## config.mk

```make
export PLATFORM = sky130hd
export DESIGN_NAME = seg_mux_driver
export DESIGN_NICKNAME = d
export VERILOG_FILES = /design/src/rtl/seg_mux_driver.sv
export SDC_FILE = /design/constraint.sdc
export NUM_CORES = 1
export LEC_CHECK = 0
export CELL_PAD_IN_SITES_DETAIL_PLACEMENT = 0
export CELL_PAD_IN_SITES_GLOBAL_PLACEMENT = 2
export CORE_ASPECT_RATIO = 1.5
export CORE_MARGIN = 1.5
export CORE_UTILIZATION = 30
export CTS_BUF_LIST = sky130_fd_sc_hd__clkbuf_4
export DETAILED_ROUTE_END_ITERATION = 8
export PLACE_DENSITY = 0.67
export SLEW_MARGIN = 20
export SYNTH_ARGS = -nofsm -noshare
export SYNTH_HDL_FRONTEND = slang
export SYNTH_SLANG_ARGS = --single-unit
export TNS_END_PERCENT = 10
```

## constraint.sdc

```tcl
create_clock -name clk -period 5.3 [get_ports clk]
set_input_delay 1.06 -clock clk [delete_from_list [all_inputs] [get_ports clk]]
set_output_delay 1.06 -clock clk [all_outputs]
set_load 0.01 [all_outputs]
```

## src/rtl/seg_mux_driver.sv

```systemverilog
`default_nettype none
// ============================================================================
//  Module   : seg_mux_driver
//  Brief    : Multiplexed 7-segment display driver with anti-ghosting guard
//             blanking, leading-zero suppression and frame-synchronous
//             (tear-free) display updates.
//  Revision : 1.0  initial release
// ============================================================================
module seg_mux_driver #(
  parameter int NUM_DIGITS      = 4,
  parameter int REFRESH_DIV     = 100000,
  parameter int GUARD_CYCLES    = 16,
  parameter bit SEG_ACTIVE_HIGH = 1'b1,
  parameter bit AN_ACTIVE_HIGH  = 1'b0,
  parameter bit LZ_BLANK        = 1'b1
) (
  input  logic                    clk,
  input  logic                    rst_n,
  input  logic                    load,
  input  logic [4*NUM_DIGITS-1:0] value,
  input  logic [NUM_DIGITS-1:0]   dp_in,
  input  logic [NUM_DIGITS-1:0]   blank_in,
  output logic [6:0]              seg,
  output logic                    dp,
  output logic [NUM_DIGITS-1:0]   an,
  output logic                    frame_start,
  output logic                    pending
);

  localparam int CW = $clog2(REFRESH_DIV);
  localparam int DW = (NUM_DIGITS > 1) ? $clog2(NUM_DIGITS) : 1;

  localparam logic [CW-1:0] CNT_LAST   = CW'(REFRESH_DIV - 1);
  localparam logic [CW-1:0] GUARD_LAST = CW'(GUARD_CYCLES - 1);
  localparam logic [DW-1:0] DIG_LAST   = DW'(NUM_DIGITS - 1);

  // Inactive output levels for the configured polarities
  localparam logic [6:0]            SEG_OFF = {7{~SEG_ACTIVE_HIGH}};
  localparam logic                  DP_OFF  = ~SEG_ACTIVE_HIGH;
  localparam logic [NUM_DIGITS-1:0] AN_OFF  = {NUM_DIGITS{~AN_ACTIVE_HIGH}};

  // Per-slot FSM encoding
  localparam logic [0:0] ST_GUARD = 1'b0;
  localparam logic [0:0] ST_ON    = 1'b1;

  // Timing state. 'armed' is low in the cycle the reset is released so the
  // first clock edge lands on slot count 0 of digit 0 with frame_start high.
  logic            armed;
  logic [CW-1:0]   cnt, cnt_nxt;
  logic [DW-1:0]   dig, dig_nxt;
  logic [0:0]      state, state_nxt;

  // Display data (what is shown) and shadow data (what is waiting)
  logic [4*NUM_DIGITS-1:0] disp_val, disp_val_nxt;
  logic [NUM_DIGITS-1:0]   disp_dp,  disp_dp_nxt;
  logic [NUM_DIGITS-1:0]   disp_blk, disp_blk_nxt;
  logic [4*NUM_DIGITS-1:0] sh_val;
  logic [NUM_DIGITS-1:0]   sh_dp;
  logic [NUM_DIGITS-1:0]   sh_blk;

  // Next values of the registered outputs
  logic [6:0]            seg_nxt;
  logic                  dp_nxt;
  logic [NUM_DIGITS-1:0] an_nxt;
  logic                  fs_nxt;

  // Cycle whose closing edge moves the digit index from the last digit to 0
  logic boundary;
  assign boundary = armed && (cnt == CNT_LAST) && (dig == DIG_LAST);

  function automatic logic [6:0] glyph(input logic [3:0] nib);
    logic [6:0] g;
    case (nib)
      4'h0: g = 7'h3F;  4'h1: g = 7'h06;  4'h2: g = 7'h5B;  4'h3: g = 7'h4F;
      4'h4: g = 7'h66;  4'h5: g = 7'h6D;  4'h6: g = 7'h7D;  4'h7: g = 7'h07;
      4'h8: g = 7'h7F;  4'h9: g = 7'h6F;  4'hA: g = 7'h77;  4'hB: g = 7'h7C;
      4'hC: g = 7'h39;  4'hD: g = 7'h5E;  4'hE: g = 7'h79;  default: g = 7'h71;
    endcase
    return g;
  endfunction

  // Slot counter and digit index advance
  always_comb begin
    cnt_nxt = cnt;
    dig_nxt = dig;
    if (armed) begin
      if (cnt == CNT_LAST) begin
        cnt_nxt = '0;
        dig_nxt = (dig == DIG_LAST) ? '0 : dig + DW'(1);
      end else begin
        cnt_nxt = cnt + CW'(1);
      end
    end
  end

  // Timing registers
  always_ff @(posedge clk or negedge rst_n) begin
    if (!rst_n) begin
      armed <= 1'b0;
      cnt   <= '0;
      dig   <= '0;
    end else begin
      armed <= 1'b1;
      cnt   <= cnt_nxt;
      dig   <= dig_nxt;
    end
  end

  // FSM state register
  always_ff @(posedge clk or negedge rst_n) begin
    if (!rst_n) begin
      state <= ST_GUARD;
    end else begin
      state <= state_nxt;
    end
  end

  // FSM next state: blank at slot start, light once the guard time has passed
  always_comb begin
    state_nxt = state;
    if (!armed || (cnt == CNT_LAST)) begin
      state_nxt = ST_GUARD;
    end else if ((state == ST_GUARD) && (cnt == GUARD_LAST)) begin
      state_nxt = ST_ON;
    end
  end

  // Display data only changes at the frame boundary; a load in that very
  // cycle bypasses the shadow and takes effect immediately.
  always_comb begin
    disp_val_nxt = disp_val;
    disp_dp_nxt  = disp_dp;
    disp_blk_nxt = disp_blk;
    if (boundary) begin
      if (load) begin
        disp_val_nxt = value;
        disp_dp_nxt  = dp_in;
        disp_blk_nxt = blank_in;
      end else if (pending) begin
        disp_val_nxt = sh_val;
        disp_dp_nxt  = sh_dp;
        disp_blk_nxt = sh_blk;
      end
    end
  end

  // Display, shadow and pending registers
  always_ff @(posedge clk or negedge rst_n) begin
    if (!rst_n) begin
      disp_val <= '0;
      disp_dp  <= '0;
      disp_blk <= '0;
      sh_val   <= '0;
      sh_dp    <= '0;
      sh_blk   <= '0;
      pending  <= 1'b0;
    end else begin
      disp_val <= disp_val_nxt;
      disp_dp  <= disp_dp_nxt;
      disp_blk <= disp_blk_nxt;
      if (load) begin
        sh_val <= value;
        sh_dp  <= dp_in;
        sh_blk <= blank_in;
      end
      if (boundary) begin
        pending <= 1'b0;
      end else if (load) begin
        pending <= 1'b1;
      end
    end
  end

  // FSM outputs: decode the next cycle's digit so the outputs can be registered
  always_comb begin
    logic [NUM_DIGITS-1:0] blk_vec;
    logic                  all_zero;
    logic [3:0]            nib;
    logic                  blk;
    logic                  dp_raw;
    logic [6:0]            seg_raw;
    logic [NUM_DIGITS-1:0] an_raw;

    // A digit is a leading zero when it and every digit above it are zero
    all_zero = 1'b1;
    blk_vec  = '0;
    for (int i = NUM_DIGITS - 1; i >= 0; i--) begin
      all_zero   = all_zero && (disp_val_nxt[4*i +: 4] == 4'h0);
      blk_vec[i] = disp_blk_nxt[i] || (LZ_BLANK && (i != 0) && all_zero);
    end

    nib    = 4'h0;
    blk    = 1'b0;
    dp_raw = 1'b0;
    an_raw = '0;
    for (int i = 0; i < NUM_DIGITS; i++) begin
      if (dig_nxt == DW'(i)) begin
        nib       = disp_val_nxt[4*i +: 4];
        blk       = blk_vec[i];
        dp_raw    = disp_dp_nxt[i];
        an_raw[i] = 1'b1;
      end
    end
    seg_raw = blk ? 7'h00 : glyph(nib);

    seg_nxt = SEG_OFF;
    dp_nxt  = DP_OFF;
    an_nxt  = AN_OFF;
    if (state_nxt == ST_ON) begin
      seg_nxt = SEG_ACTIVE_HIGH ? seg_raw : ~seg_raw;
      dp_nxt  = SEG_ACTIVE_HIGH ? dp_raw  : ~dp_raw;
      an_nxt  = AN_ACTIVE_HIGH  ? an_raw  : ~an_raw;
    end

    // Next cycle is the first of a digit-0 slot
    fs_nxt = armed ? ((cnt == CNT_LAST) && (dig == DIG_LAST)) : 1'b1;
  end

  // Output registers
  always_ff @(posedge clk or negedge rst_n) begin
    if (!rst_n) begin
      seg         <= SEG_OFF;
      dp          <= DP_OFF;
      an          <= AN_OFF;
      frame_start <= 1'b0;
    end else begin
      seg         <= seg_nxt;
      dp          <= dp_nxt;
      an          <= an_nxt;
      frame_start <= fs_nxt;
    end
  end

endmodule
`default_nettype wire

```

==> flow_summary.toml <==
[critical_path]
crit_chain = "nor3_1 > nand2_1 > nor2_2 > mux2i_1 > clkinv_1 > nand2_1 > a22o_1 > inv_1 > ha_1 > nor2_1 > a22oi_1 > o2bb2ai_1 > a21oi_1"
r2r-end = "seg[0]$_DFF_PN0_"
end_kind = "register"
crit_end = "seg[0]$_DFF_PN0_"
cp_common_cell = "nand2_1"
cp_slowest_cell = "mux2i_1"
slowest_delay_ns = 0.63
crit_type = "register to register"
startpoint = "cnt[5]$_DFFE_PN0P_"
crit_path_start_kind = "register"
required_ns = 5.69
critPathArrivalTime_ns = 4.55
rrSetupSlack_ns = 1.14
cp_max_fo = 10
r2r-start = "cnt[5]$_DFFE_PN0P_"
reg2regPathDepth = 13

[cts]
clk_path_buf_depth = 2
clk_latency_ns = 0.45
cts_htree_levels = 3
cts_tree = "built"
cts-hold-fix-buffers = 0
clk_pin_slew_ns = 0.15
post-cts-setup-buffers = 0
cts.root.buffer_cell = "clkbuf_4"
cts-resized-gates = 0
clkSinkCount = 83
cts_buffers = 9

[die]
num_rows = 52
coreArea_sq_um = 13400
die_area_sq_um = 14400
io-pin-count = 41
start_util_pct = 30.7
die_w_microns = 98.6
fp.dieH_microns = 146

[yosys]
synth_edf_count = 0
synth_top_family_by_area = "simple AND/OR/NAND/NOR gates"
synthMuxAreaShare_pct = 11.8
yosysTopAreaCell = "dfrtp_1"
yosysMostFrequentCell = "dfrtp_1"
synth-compound-area-share_pct = 12.7
netlist_area_sq_um = 4110
synth_fp_nets = 401
yosysWarningCount = 0
synthSimpleGateAreaFrac_pct = 14.8
synthXorXnorAreaFrac_pct = 3.62
syn_inst = 366
synth_top_cell_area_share_pct = 48.1
ys_seq_area_share_pct = 50.7
synth-main-ff-cell = "dfrtp_1"
ys_seq_elements = 83
yosysUniqueCellTypes = 60
async_flop_share_pct = 100
synthAdderAreaFrac_pct = 2.44
synthTopCellsByArea = "dfrtp_1, mux2_2, mux2i_1, nand2_1, dfstp_2"
avgSynthCellArea_sq_um = 11.2
synthTopCellsByCount = "dfrtp_1, nand2_1, mux2_2"

[finish]
antenna_cells = 0
layout.nets = 444
drive_above_1_share_pct = 16.9
final_area_sq_um = 4780
area_growth_pct = 16.3

[drt]
ant_nets = 0
drtPass1Iterations = 4
avgViaCountPerCell = 5.00
routed_wl_microns = 10300
vias = 2881
route.detailed.drc = 0
wl_per_cell_microns = 17.8
drt_iter0_drc = 107

[placed_design]
dp_hpwl_microns = 7590
gp_congestion = 0.802
placed_area_sq_um = 4650
io_buffers = 40

[outcome]
outcome = "completed"

[power_and_ir_drop]
leakage_nw = 2.12
p_per_area_nw_per_um2 = 258
peakVddDrop_mv = 0.126

[global_route]
grt.busiest_layer = "met2"
grt_pass1_wl_microns = 17000
antenna_found_initial = 0
grt-ovfl-total = 0
grt_max_degree = 84
grt_usage_pct = 15.4
use_met2_pct = 28.0
grt_pass1_vias = 3119
grt_util_met1_pct = 17.2
use_met3_pct = 3.49

[flow_run]
cap_violations = 0

[sta]
skew_ns = 0.0148
min_period_ns = 4.16
worstMarginPinSlew_ns = 0.833
slew_headroom_pct = 43.0
holdWs_ns = 0.491
finalMaxSlewViolations = 0
hold_violations = 0
setup_violations = 0
tns_ns = 0
fmax_mhz = 240
period_share_pct = 78.5
grt_setup_unrepaired = "false"

[worst_hold_path]
hold_path.class = "register to register"
## critical path: cells and delay by family, from the launching register on
family	cells	cell delay, ns
adder cells (fa/ha/maj)	1	0.31
multiplexers	1	0.63
AO/OA/AOI/OAI	4	0.68
buffers and inverters	2	0.60
AND/OR/NAND/NOR	5	1.41
flip-flops	1	0.46
## power by group
group	internal (mW)	total (mW)	switching, mW	leakage (nW)
registers	0.681	0.716	0.0351	1.06
clock network	0.104	0.354	0.250	0.0639
logic	0.0833	0.165	0.0820	0.992
## sequential cells by signal, summed over array words and instances, names as in the netlist, 2 cells and up
name      flops
cnt          17
dig           2
disp_blk      4
an            4
sh_val       16
disp_val     16
seg           7
sh_blk        4
disp_dp       4
sh_dp         4
## final cells by class
type	instances	area (sq um)
flip-flops and latches	83	2080
multi-input cells	254	1860
clock buffers	9	67.6
inverters	16	65.1
fillers	1385	8620
repair buffers	45	439
clock inverters	7	58.8
well taps	162	203
## per-layer routing
metal	part of all wire (%)	routed length, microns
met4	2.6	272
met5	0	0
met3	1.8	185
met1	41	4230
met2	54	5590
## cell families after synthesis
| family | Yosys count |
|---|---|
| AND/OR/NAND/NOR | 115 |
| buffers and inverters | 29 |
| other | 1 |
| adder cells (fa/ha/maj) | 8 |
| multiplexers | 43 |
| flip-flops | 83 |
| AO/OA/AOI/OAI | 70 |
| XOR/XNOR | 17 |
## how the worst min path moves through the flow
| stage | startpoint | to | cells past startpoint |
|---|---|---|---|
| after floorplan | disp_val[0]$_DFF_PN0_ | disp_val[0]$_DFF_PN0_ | 2 |
| after global placement | disp_val[0]$_DFF_PN0_ | disp_val[0]$_DFF_PN0_ | 2 |
| after detailed placement | disp_val[0]$_DFF_PN0_ | disp_val[0]$_DFF_PN0_ | 2 |
| after CTS | disp_val[0]$_DFF_PN0_ | disp_val[0]$_DFF_PN0_ | 2 |
| after global routing | sh_blk[3]$_DFFE_PN0P_ | sh_blk[3]$_DFFE_PN0P_ | 2 |
| final | sh_blk[3]$_DFFE_PN0P_ | sh_blk[3]$_DFFE_PN0P_ | 2 |
## layout by cell type, fill, tap and decap left out, drive strengths merged, types with 4 or more instances in the layout
master	instances
dfrtp	79
a211oi	5
a21o	8
nor3	6
clkdlybuf4s50	39
nand3	15
o21a	4
ha	8
mux2i	13
nor4	6
xnor2	11
buf	6
clkbuf	9
a32oi	6
a221oi	5
and3	6
and2	8
nand2	32
o21ai	13
a21oi	13
dfstp	4
nor2	24
nand4	6
xor2	6
mux2	30
inv	18
## per-stage QoR
| stage | std cells | setup slack [ns] | util [%] | total power, mW |
|---|---|---|---|---|
| after floorplan | 366 | 1.53 | - | 0.810 |
| after global placement | 560 | 0.699 | 34.7 | 0.894 |
| after detailed placement | 560 | 0.681 | 34.7 | 0.896 |
| after CTS | 576 | 1.03 | 35.6 | 1.26 |
| after global routing | 576 | 0.731 | 35.7 | 1.31 |
| final | 576 | 1.14 | 35.7 | 1.23 |
Power figures use the tool's default switching activity.
